[src/rtl/packet_tx_if.sv]
// ---------------------------------------------------------------------------
// packet_tx_if
// Handshake bundle between a packet transmitter and its surroundings:
// the request/payload stream from the local host and the byte link to the
// router receive FSM.
//
//   i_Start            request a packet
//   i_Dest_Addr        destination FIFO (00/01/10 legal, 11 illegal)
//   i_Payload_Len      payload byte count
//   i_Payload_Data     payload stream byte
//   i_Payload_Valid    payload byte valid
//   o_Payload_Ready    transmitter accepts a payload byte
//   i_Sig_Busy         router busy; the byte on o_Data is held while high
//   o_Sig_Packet_Valid high during header and payload bytes
//   o_Data             header / payload / parity byte to the router
//   o_Done             one-cycle pulse after the parity byte is accepted
//   o_Error            one-cycle pulse after a rejected request
//   o_Sig_Tx_Busy      transmitter not idle
//
// modport master : the transmitter's view (drives the o_* signals)
// modport slave  : host / router / bench view (drives the i_* signals)
// ---------------------------------------------------------------------------
interface packet_tx_if #(
    parameter int DATA_WIDTH = 8
);
    logic                  i_Start;
    logic [1:0]            i_Dest_Addr;
    logic [5:0]            i_Payload_Len;
    logic [DATA_WIDTH-1:0] i_Payload_Data;
    logic                  i_Payload_Valid;
    logic                  o_Payload_Ready;
    logic                  i_Sig_Busy;
    logic                  o_Sig_Packet_Valid;
    logic [DATA_WIDTH-1:0] o_Data;
    logic                  o_Done;
    logic                  o_Error;
    logic                  o_Sig_Tx_Busy;

    modport master (
        input  i_Start, i_Dest_Addr, i_Payload_Len, i_Payload_Data,
               i_Payload_Valid, i_Sig_Busy,
        output o_Payload_Ready, o_Sig_Packet_Valid, o_Data, o_Done,
               o_Error, o_Sig_Tx_Busy
    );

    modport slave (
        output i_Start, i_Dest_Addr, i_Payload_Len, i_Payload_Data,
               i_Payload_Valid, i_Sig_Busy,
        input  o_Payload_Ready, o_Sig_Packet_Valid, o_Data, o_Done,
               o_Error, o_Sig_Tx_Busy
    );
endinterface

[src/rtl/packet_tx.sv]
// ---------------------------------------------------------------------------
// packet_tx
// Store-and-forward packet source for one router input port. A whole payload
// is buffered from the local stream first, then header, payload and parity are
// sent back to back so the payload never has a gap (the router treats a low
// packet_valid as end of payload).
//
// Ports
//   clk    : clock, all logic on posedge
//   reset  : asynchronous, active-high reset
//   bus    : packet_tx_if.master (request, payload stream, router link)
//
// Header byte = {len, addr}. Parity byte = XOR of header and every payload byte.
// A byte on o_Data is consumed on a posedge with i_Sig_Busy low; while busy is
// high o_Data and o_Sig_Packet_Valid hold.
// ---------------------------------------------------------------------------
module packet_tx #(
    parameter int DATA_WIDTH  = 8,
    parameter int MAX_PAYLOAD = 63
) (
    input  logic          clk,
    input  logic          reset,
    packet_tx_if.master   bus
);
    localparam int LEN_W = 6;
    localparam int DEPTH = 1 << LEN_W;

    typedef enum logic [2:0] {
        S_IDLE,
        S_LOAD,
        S_HEADER,
        S_PAYLOAD,
        S_PARITY,
        S_GAP
    } state_t;

    state_t                r_state;
    state_t                w_state_next;

    logic [1:0]            r_addr;
    logic [LEN_W-1:0]      r_len;
    logic [LEN_W-1:0]      r_wr_ptr;
    logic [LEN_W-1:0]      r_rd_ptr;
    logic [DATA_WIDTH-1:0] r_parity;
    logic                  r_error;

    // payload buffer, inferred block RAM with registered read
    logic [DATA_WIDTH-1:0] r_mem [DEPTH];
    logic [DATA_WIDTH-1:0] r_rd_data;

    logic                  w_start_illegal;
    logic                  w_ready;
    logic                  w_load_fire;
    logic                  w_last_load;
    logic                  w_consume;
    logic                  w_last_payload;
    logic [LEN_W-1:0]      w_rd_addr;
    logic [DATA_WIDTH-1:0] w_header;
    logic [DATA_WIDTH-1:0] w_req_header;

    assign w_start_illegal = (bus.i_Dest_Addr == 2'b11) ||
                             (int'(bus.i_Payload_Len) > MAX_PAYLOAD);
    assign w_header        = DATA_WIDTH'({r_len, r_addr});
    assign w_req_header    = DATA_WIDTH'({bus.i_Payload_Len, bus.i_Dest_Addr});

    // Ready is withheld entirely for a zero-length packet.
    assign w_ready        = (r_state == S_LOAD) && (r_wr_ptr != r_len);
    assign w_load_fire    = w_ready && bus.i_Payload_Valid;
    assign w_last_load    = (r_wr_ptr + LEN_W'(1)) == r_len;
    assign w_consume      = !bus.i_Sig_Busy;
    assign w_last_payload = (r_rd_ptr + LEN_W'(1)) == r_len;

    // Read one entry ahead when the current payload byte is consumed so the
    // registered read data is already the next byte in the following cycle.
    // In HEADER rd_ptr is 0, which prefetches the first payload byte.
    assign w_rd_addr = ((r_state == S_PAYLOAD) && w_consume) ?
                       (r_rd_ptr + LEN_W'(1)) : r_rd_ptr;

    // ---------------- state register ----------------
    always_ff @(posedge clk or posedge reset) begin
        if (reset) begin
            r_state <= S_IDLE;
        end else begin
            r_state <= w_state_next;
        end
    end

    // ---------------- next state / outputs ----------------
    always_comb begin
        w_state_next           = r_state;
        bus.o_Payload_Ready    = 1'b0;
        bus.o_Sig_Packet_Valid = 1'b0;
        bus.o_Data             = '0;
        bus.o_Done             = 1'b0;
        bus.o_Error            = r_error;
        bus.o_Sig_Tx_Busy      = (r_state != S_IDLE);

        case (r_state)
            S_IDLE: begin
                if (bus.i_Start && !w_start_illegal) begin
                    w_state_next = S_LOAD;
                end
            end
            S_LOAD: begin
                bus.o_Payload_Ready = w_ready;
                if (r_len == '0) begin
                    w_state_next = S_HEADER;
                end else if (w_load_fire && w_last_load) begin
                    w_state_next = S_HEADER;
                end
            end
            S_HEADER: begin
                bus.o_Sig_Packet_Valid = 1'b1;
                bus.o_Data             = w_header;
                if (w_consume) begin
                    w_state_next = (r_len == '0) ? S_PARITY : S_PAYLOAD;
                end
            end
            S_PAYLOAD: begin
                bus.o_Sig_Packet_Valid = 1'b1;
                bus.o_Data             = r_rd_data;
                if (w_consume && w_last_payload) begin
                    w_state_next = S_PARITY;
                end
            end
            S_PARITY: begin
                bus.o_Data = r_parity;
                if (w_consume) begin
                    w_state_next = S_GAP;
                end
            end
            S_GAP: begin
                // Done pulse lands here: the cycle after parity was taken.
                bus.o_Done   = 1'b1;
                w_state_next = S_IDLE;
            end
            default: begin
                w_state_next = S_IDLE;
            end
        endcase
    end

    // ---------------- datapath ----------------
    always_ff @(posedge clk or posedge reset) begin
        if (reset) begin
            r_addr   <= '0;
            r_len    <= '0;
            r_wr_ptr <= '0;
            r_rd_ptr <= '0;
            r_parity <= '0;
            r_error  <= 1'b0;
        end else begin
            r_error <= 1'b0;

            if ((r_state == S_IDLE) && bus.i_Start) begin
                r_addr <= bus.i_Dest_Addr;
                r_len  <= bus.i_Payload_Len;
                if (w_start_illegal) begin
                    r_error <= 1'b1;
                end else begin
                    r_parity <= w_req_header;
                    r_wr_ptr <= '0;
                    r_rd_ptr <= '0;
                end
            end

            if (w_load_fire) begin
                r_wr_ptr <= r_wr_ptr + LEN_W'(1);
                r_parity <= r_parity ^ bus.i_Payload_Data;
            end

            if ((r_state == S_PAYLOAD) && w_consume) begin
                r_rd_ptr <= r_rd_ptr + LEN_W'(1);
            end
        end
    end

    // Buffer contents need no reset; the FSM never reads an unwritten entry.
    always_ff @(posedge clk) begin
        if (w_load_fire) begin
            r_mem[r_wr_ptr] <= bus.i_Payload_Data;
        end
        r_rd_data <= r_mem[w_rd_addr];
    end

endmodule

[src/flat_wrapper.sv]
// flat-port wrapper written by rule: the top's interface ports become plain ports
module packet_tx_flat 
#(
    parameter int DATA_WIDTH  = 8,
    parameter int MAX_PAYLOAD = 63
)
  (clk, reset, bus_i_Start, bus_i_Dest_Addr, bus_i_Payload_Len, bus_i_Payload_Data, bus_i_Payload_Valid, bus_i_Sig_Busy, bus_o_Payload_Ready, bus_o_Sig_Packet_Valid, bus_o_Data, bus_o_Done, bus_o_Error, bus_o_Sig_Tx_Busy);
  packet_tx_if #(.DATA_WIDTH(DATA_WIDTH)) bus_i ();
  input  logic clk;
  input  logic reset;
  input wire logic [$bits(bus_i.i_Start)-1:0] bus_i_Start;
  input wire logic [$bits(bus_i.i_Dest_Addr)-1:0] bus_i_Dest_Addr;
  input wire logic [$bits(bus_i.i_Payload_Len)-1:0] bus_i_Payload_Len;
  input wire logic [$bits(bus_i.i_Payload_Data)-1:0] bus_i_Payload_Data;
  input wire logic [$bits(bus_i.i_Payload_Valid)-1:0] bus_i_Payload_Valid;
  input wire logic [$bits(bus_i.i_Sig_Busy)-1:0] bus_i_Sig_Busy;
  output wire logic [$bits(bus_i.o_Payload_Ready)-1:0] bus_o_Payload_Ready;
  output wire logic [$bits(bus_i.o_Sig_Packet_Valid)-1:0] bus_o_Sig_Packet_Valid;
  output wire logic [$bits(bus_i.o_Data)-1:0] bus_o_Data;
  output wire logic [$bits(bus_i.o_Done)-1:0] bus_o_Done;
  output wire logic [$bits(bus_i.o_Error)-1:0] bus_o_Error;
  output wire logic [$bits(bus_i.o_Sig_Tx_Busy)-1:0] bus_o_Sig_Tx_Busy;
  assign bus_i.i_Start = bus_i_Start;
  assign bus_i.i_Dest_Addr = bus_i_Dest_Addr;
  assign bus_i.i_Payload_Len = bus_i_Payload_Len;
  assign bus_i.i_Payload_Data = bus_i_Payload_Data;
  assign bus_i.i_Payload_Valid = bus_i_Payload_Valid;
  assign bus_i.i_Sig_Busy = bus_i_Sig_Busy;
  assign bus_o_Payload_Ready = bus_i.o_Payload_Ready;
  assign bus_o_Sig_Packet_Valid = bus_i.o_Sig_Packet_Valid;
  assign bus_o_Data = bus_i.o_Data;
  assign bus_o_Done = bus_i.o_Done;
  assign bus_o_Error = bus_i.o_Error;
  assign bus_o_Sig_Tx_Busy = bus_i.o_Sig_Tx_Busy;
  packet_tx #(.DATA_WIDTH(DATA_WIDTH), .MAX_PAYLOAD(MAX_PAYLOAD)) u_core (.clk(clk), .reset(reset), .bus(bus_i));
endmodule
[config.mk]
export PLATFORM = sky130hd
export DESIGN_NAME = packet_tx_flat
export DESIGN_NICKNAME = d
export VERILOG_FILES = /design/src/rtl/packet_tx_if.sv /design/src/rtl/packet_tx.sv /design/src/flat_wrapper.sv
export SDC_FILE = /design/constraint.sdc
export NUM_CORES = 1
export LEC_CHECK = 0
export BUFFER_PORTS_ARGS = -buffer_cell sky130_fd_sc_hd__buf_4
export CORE_MARGIN = 2
export CORE_UTILIZATION = 30
export CTS_CLUSTER_SIZE = 16
export DETAILED_ROUTE_END_ITERATION = 8
export HOLD_SLACK_MARGIN = 0.06
export PLACE_DENSITY = 0.54
export SETUP_SLACK_MARGIN = 0.2
export SLEW_MARGIN = 20
export SYNTH_ARGS = -nofsm -noshare
export SYNTH_HDL_FRONTEND = slang
export SYNTH_SLANG_ARGS = --single-unit
[constraint.sdc]
create_clock -name clk -period 3.46 [get_ports clk]
set_input_delay 0.173 -clock clk [delete_from_list [all_inputs] [get_ports clk]]
set_output_delay 0.173 -clock clk [all_outputs]
set_load 0.1 [all_outputs]
Word-level counts from Yosys, hierarchy flattened
Memory sizes are Yosys's and may differ from the RTL's. A register that Yosys moved wholly into a read port is not among the register bits.
Index checks and enable logic that the tools add are counted.
{"block": "word_totals", "memories": 1, "ram_bits": 512, "regBits": 32, "inputBits": 21, "output_inout_bits": 13}
{"memory": "u_core.r_mem", "words": 64, "word_bits": 8, "rd": 1, "rd_ports_with_merged_regs": 1, "write_ports": 1, "line_no": "packet_tx.sv:48", "text": "logic [DATA_WIDTH-1:0] r_mem [DEPTH];"}
{"block": "op_classes", "bitwise_logic": 1, "reduce_logical": 18, "n_mux": 24, "n_eq_ne": 16, "add_sub_neg": 2}
{"cell": "$mux W6", "count": 5}
{"cell": "$mux W8", "count": 3}
{"cell": "$pmux W8 S3", "count": 1}
{"cell": "$mux W3", "count": 7}
{"cell": "$pmux W3 S5", "count": 1}
{"cell": "$add A6 B1 Y6 const B", "count": 2}
{"cell": "$eq A6 B6 Y1", "count": 2}
{"cell": "$ne A2 B2 Y1 const B", "count": 5}
{"cell": "$xor A8 B8 Y8", "count": 1}
{"cell": "$logic_and A1 B1 Y1", "count": 7}
{"cell": "$mux W1", "count": 7}
{"cell": "$eq A3 B2 Y1 const B", "count": 2}
{"cell": "$eq A3 B3 Y1 const B", "count": 2}
{"cell": "$logic_not A6 Y1", "count": 1}
{"cell": "$ne A6 B6 Y1", "count": 1}
{"cell": "$reduce_and A5 Y1", "count": 1}
{"cell": "$reduce_and A2 Y1", "count": 2}
{"cell": "$reduce_bool A2 Y1", "count": 2}
{"cell": "$eq A3 B1 Y1 const B", "count": 1}
{"cell": "$logic_not A3 Y1", "count": 1}
{"cell": "$ne A3 B3 Y1 const B", "count": 1}
{"cell": "$reduce_bool A3 Y1", "count": 1}
{"cell": "$eq A2 B2 Y1 const B", "count": 1}
{"cell": "$logic_not A1 Y1", "count": 2}
{"cell": "other kinds (2)", "count": 2}

Logic depth before layout (Yosys ltp)
Gate-level depths: netlist of run 1.
{"block": "logic_depth", "depth_word": 7, "depth_mapped": 15, "ltp_nobuf": 10}

Least setup slack after synthesis of run 1
No wires, ideal clock.
{"block": "synth_path", "kind": "register -> output", "startpoint": "register u_core.r_state[2]", "endpoint": "output port bus_o_Data[1]", "t_arrival_ns": 4.038, "stages_incl_launch_ff": 5, "n_path_buf": 1, "setup_slack_ns": -0.751, "cell_sequence": "dfrtp_1 and2b_1 clkbuf_1 a22oi_1 o21ai_0"}
{"block": "synth_via", "elab_chain_len": 2}
{"element": "start, declared", "line_no": "packet_tx.sv:37", "text": "state_t r_state;"}
{"element": "start signal, assigned", "line_no": "packet_tx.sv:84", "text": "r_state <= w_state_next;"}
{"element": "$eq A3 B3 Y1 / $eq A3 B2 Y1 (equally long branches)", "line_no": "packet_tx.sv:98", "text": "case (r_state)"}
{"element": "$pmux W8 S3 *", "line_no": "packet_tx.sv:98"}
{"element": "end, declared", "line_no": "flat_wrapper.sv:19", "text": "output wire logic [$bits(bus_i.o_Data)-1:0] bus_o_Data;"}
Mark *: on every way between the ends. The rest lies on a longest branch, timed or not.

Final worst setup path of run 1
{"block": "layout_path", "startpoint": "register u_core.r_state[2]", "endpoint": "register u_core.r_rd_data[0] (read register of u_core.r_mem)"}
{"block": "layout_via", "elab_chain_len": 3}
{"element": "$eq A3 B2 Y1", "line_no": "packet_tx.sv:76", "text": "assign w_rd_addr = ((r_state == S_PAYLOAD) && w_consume) ?"}
{"element": "$logic_and A1 B1 Y1", "line_no": "packet_tx.sv:76"}
{"element": "$mux W6", "line_no": "packet_tx.sv:76"}
{"element": "end, declared", "line_no": "packet_tx.sv:49", "text": "logic [DATA_WIDTH-1:0] r_rd_data;"}
Every way passes these cells.
A chain may end at the register's enable or synchronous reset.

==> metrics.cfg, run 1 <==
[placement]
gp_congestion = 0.890
place_hpwl_um = 39200
place_area_um2 = 24300
port_buffers = 33

[setup_path]
critPathArrivalTime_ps = 3630
path_depth = 9
rr_worst_depth = 9
crit_family = compound AO/OA/AOI/OAI gates
r2r_start = u_core.r_state[2]
end_kind = flip-flop
cp_slowest_cell = o22ai_1
crit_chain = nand4bb_2 -> buf_4 -> o21ai_4 -> and2_1 -> buf_4 -> nand2_1 -> o22ai_1 -> a211oi_2 -> a2bb2oi_1
cp.required_ps = 3960
r2r-end = u_core.r_rd_data[0]
critPathKind = flip-flop to flip-flop
critPathBufInv = 2
cp_common_cell = buf_4
r2r_slack_ps = 320
cp-start-kind = flip-flop
critPathMaxStageDelay_ps = 470
path_max_fanout = 18

[yosys]
ys_ff_latch = 552
yosysSeqAreaShare_pct = 71.8
ys.flop_type = edfxtp_1
syn-cell-area_um2 = 22700
syn_inst = 1638
synth_most_common_cell = edfxtp_1
yosysTopAreaCell = edfxtp_1
yosysWarnings = 0
async_flop_share_pct = 5.80
yosys-top-cells-count = edfxtp_1, nand2_1, nand3_1, nor2_1, clkbuf_1
ys_types = 64
synth_fp_nets = 1662
synth_area_leaders = edfxtp_1, nand2_1, dfrtp_1
synth_edf_count = 512
avgSynthCellArea_um2 = 13.9
synth_top_cell_area_share_pct = 67.6

[power_and_ir_drop]
peakVddDrop_v = 0.000335
p_total_w = 0.0188
powerDensity_nw_per_um2 = 713
p_leak_nw = 8.52

[hold_path]
hold_path_depth = 1
min_path_type = input port to flip-flop
worstHoldEndpoint = u_core.r_mem[28][1]
min_from = bus_i_Payload_Data[1]

[global_routing]
track_usage_pct = 15.8
grt_pass1_vias = 14000
grt_antenna_before_repair = 2
gr-total-overflow = 0
grt_max_degree = 67
grt_first_pass_wirelength_um = 92300

[sta]
final_hold_viol_count = 0
tightest_slew_ps = 1140
hold_ws_ps = 72.5
slew_headroom_pct = 23.7
slew_violations = 0
fmaxAchievable_mhz = 319
rsz0062_at_grt = false
skew_ps = 27.9
post-route-period-util_pct = 90.6
min_period_ps = 3140
setup_viol = 0

[drt]
vias_per_cell = 5.22
wl_per_cell_um = 23.2
drc_errors = 0
via_count = 14100
postRouteWirelength_um = 62700
ant_nets = 0
dr.pass1.iters = 5
drtIter0Drc = 1568

[cells_and_area]
area_growth_pct = 15.7
fin_area_um2 = 26300
fillerInstances = 7076
multi_input_area_um2 = 6010
drive_above_1_share_pct = 14.2
utilization_pct = 35.2
regArea_um2 = 16300
final_nets = 1712

[cts]
clockRootBuffer = clkbuf_16
clock-sinks = 552
cts_max_level = 2
clockBufferDepth = 3
cts_buffers = 58
clk_pin_slew_ps = 60
insertion_delay_ps = 620
postCtsSetupBuffers = 0
cts_tree = built

[floorplan]
die_height_um = 279
rows = 100
io_pins = 34
die_w_um = 279
core_area_um2 = 74700
start_util_pct = 30.4
die_area_um2 = 78000

[flow_run]
maxCapViolCount = 0

[outcome]
run_status = completed

[metrics by stage]
step	setup slack, ps	setup TNS, ps	instances
after floorplan	-3.93	-3.93	1638
after global placement	28.9	0	2583
after detailed placement	-1.73	-1.73	2583
after CTS	209	0	2699
after global routing	202	0	2699
final	324	0	2700
[kinds of logic after synthesis]
group / synth area share, %
compound gates: 7.52
simple gates: 13.0
mux: 4.32
flops: 71.8
xor+xnor: 0.770
buf+inv: 2.43
fa+ha+maj: 0.165
[layout by cell type, fill, tap and decap left out, types with 54 or more instances in the layout]
master,n
and3_1,58
nand3_1,98
edfxtp_1,512
nor2_1,87
a211oi_1,54
clkbuf_16,58
buf_4,79
nand2_1,272
[final cells by class]
cell class                 count  share of cell area, %
sequential                   552                   62.1
inverter                      10                  0.152
antenna                        1                0.00951
tap                          969                   4.61
clock buffer                  73                   5.73
multi-input combinational    964                   22.9
timing repair buffer         102                   3.48
clock inverter                29                   1.09
[how the worst max path moves through the flow]
stage                       from                   to
3_3_place_gp   u_core.r_state[2]  u_core.r_rd_data[7]
6_report       u_core.r_state[2]  u_core.r_rd_data[0]
3_5_place_dp   u_core.r_state[2]  u_core.r_rd_data[7]
4_1_cts        u_core.r_state[2]  u_core.r_rd_data[7]
5_1_grt        u_core.r_state[2]  u_core.r_rd_data[5]
2_1_floorplan  u_core.r_state[2]        bus_o_Data[1]
[what timing repair did]
| item | CTS | global route |
|---|---|---|
| setup endpoints to repair | 6 | 79 |
| pin swaps | 1 | 0 |
| gates resized for setup | 2 | 19 |
| cloned | 1 | 0 |
| hold buffers | 13 | 0 |
| endpoints found under the hold margin | 50 | 0 |
[sequential cells by signal, summed over array words and instances (netlist names), 2 cells and up]
register          cells
u_core.r_wr_ptr       6
u_core.r_len          6
u_core.r_rd_ptr       6
u_core.r_parity       8
u_core.r_state        3
u_core.r_mem        512
u_core.r_rd_data      8
u_core.r_addr         2
[power breakdown]
part	internal [W]	switching, W	leakage, nW
combinational	0.00167	0.00336	2.58
sequential	0.00751	0.000270	5.08
clock	0.00344	0.00252	0.863
total	0.0126	0.00615	8.52
[layer usage]
metal  wire, um  track usage (%)  up-vias
met4       1560             4.71        2
met5         17                0        -
met2      29400             25.8      488
met1      27100             21.0     7110
met3       4590             3.74       88
li1           -                -     6394
Power figures use the tool's default switching activity.
==> run 2, diff against run 1 <==
REMOVE_ABC_BUFFERS = 1   (was unset)
==> metrics.cfg, run 2 (synthesized netlist as in run 1, its figures left out) <==
[setup_path]
rr_worst_depth = 9
cp-start-kind = flip-flop
cp_common_cell = buf_4
crit_chain = nand4bb_4 -> buf_4 -> o21ai_0 -> and2_1 -> buf_4 -> buf_4 -> a31oi_1 -> a311o_1 -> a32oi_1
cp.required_ps = 3990
critPathBufInv = 3
critPathMaxStageDelay_ps = 540
crit_family = compound AO/OA/AOI/OAI gates
end_kind = flip-flop
critPathArrivalTime_ps = 3680
cp_slowest_cell = and2_1
path_max_fanout = 13
path_depth = 9
critPathKind = flip-flop to flip-flop

[global_routing]
grt_max_degree = 73
grt_antenna_before_repair = 0
track_usage_pct = 16.1
grt_first_pass_wirelength_um = 93800
gr-total-overflow = 0
grt_pass1_vias = 13900

[sta]
skew_ps = 36.3
slew_violations = 0
post-route-period-util_pct = 91.0
final_hold_viol_count = 0
min_period_ps = 3150
rsz0062_at_grt = true
hold_ws_ps = 121
fmaxAchievable_mhz = 317
slew_headroom_pct = 34.6
tightest_slew_ps = 977
setup_viol = 0

[power_and_ir_drop]
p_leak_nw = 8.72
p_total_w = 0.0186
seq_power_share_pct = 41.7
pwr-share-comb_pct = 27.2
powerDensity_nw_per_um2 = 701
intPower_w = 0.0124
peakVddDrop_v = 0.000453
swShare_pct = 33.2
power.share.clock_pct = 31.1
switchingPower_w = 0.00618

[cells_and_area]
top_register = u_core.r_mem
final_nets = 1757
top_regs = u_core.r_mem: 512 flops, u_core.r_parity: 8 flops, u_core.r_rd_data: 8 flops
final_cell_mix = edfxtp_1, nand2_1, buf_4
area_growth_pct = 16.8
layout.cells.non_filler = 2747
n_antenna_cell = 0
fin_area_um2 = 26600
drive_above_1_share_pct = 15.0
largest_reg_flops = 512
layout_commonest_cell = edfxtp_1

[floorplan]
io_pins = 34
core_area_um2 = 74700
rows = 100
die_area_um2 = 78000
start_util_pct = 30.4
die_w_um = 279
die_height_um = 279

[drt]
drtIter0Drc = 1391
postRouteWirelength_um = 63500
vias_per_cell = 5.26
drc_errors = 0
dr.pass1.iters = 5
wl_per_cell_um = 23.1
via_count = 14400
ant_nets = 0

[placement]
place_area_um2 = 24600
port_buffers = 33
placedCellCount = 2624
place_hpwl_um = 39500
gp_congestion = 0.882

[hold_path]
min_path_type = input port to flip-flop
hold_path_depth = 1

[cts]
cts_buffers = 58
cts_tree = built
clk_pin_slew_ps = 60
cts_max_level = 2
clockBufferDepth = 3
clock-sinks = 552
clockRootBuffer = clkbuf_16
insertion_delay_ps = 630

[flow_run]
maxCapViolCount = 0

[outcome]
run_status = completed

[run 2: cell count changes in the layout (fill, tap and decap cells not counted), sizes merged]
cell / before / now
bufinv: 5 / 1
clkinvlp: 5 / 2
buf: 89 / 133
diode: 1 / 0
clkbuf: 73 / 80
clkinv: 19 / 23
[run 2: final timing paths]
check	slack [ps]	end	startpoint
setup / recovery	310	u_core.r_rd_data[6]	u_core.r_state[2]
hold / removal	120	u_core.r_mem[26][6]	bus_i_Payload_Data[6]
setup reg to reg	310	u_core.r_rd_data[6]	u_core.r_state[2]
hold reg to reg	500	u_core.r_addr[0]	u_core.r_addr[0]
max in group asynchronous	2760	u_core.r_wr_ptr[1]	reset
min in group asynchronous	170	u_core.r_len[5]	reset
[run 2: final cells by class]
class                   instances  area [um^2]
inverters                      10         42.5
multi-input cells             964         5960
flip-flops and latches        552        16300
clock buffers                  79         1570
well taps                     969         1210
repair buffers                147         1260
clock inverters                26          166
fillers                      7123        48100
[run 2: stage by stage]
step | setup WS, ps | setup TNS, ps | utilization, %
after floorplan | -4260 | -92900 | -
after global placement | 103 | 0 | 32.9
after detailed placement | 54.7 | 0 | 32.9
after CTS | 203 | 0 | 35.5
after global routing | 167 | 0 | 35.5
final | 310 | 0 | 35.5
[run 2: repair_timing]
action,in CTS,in global routing
pin swaps,2,1
gates cloned,1,1
hold buffers,13,0
hold endpoints to repair,43,0
resized for setup,5,8
endpoints found under the setup margin,8,18
buffers inserted,2,1
[run 2: power groups by stage]
stage | clock (W) | combinational [W] | sequential [W]
after floorplan | 0 | 0.00327 | 0.00783
after global placement | 0 | 0.00489 | 0.00788
after detailed placement | 0 | 0.00494 | 0.00788
after CTS | 0.00586 | 0.00500 | 0.00774
after global routing | 0.00613 | 0.00547 | 0.00777
final | 0.00578 | 0.00507 | 0.00776
[run 2: metal layers]
metal,global-route usage (%),part of all wire (%),vias up
met2,25.3,46,562
met5,0,0,-
met1,22.9,45,7318
met4,4.25,2.2,0
li1,-,-,6469
met3,2.83,6.9,92
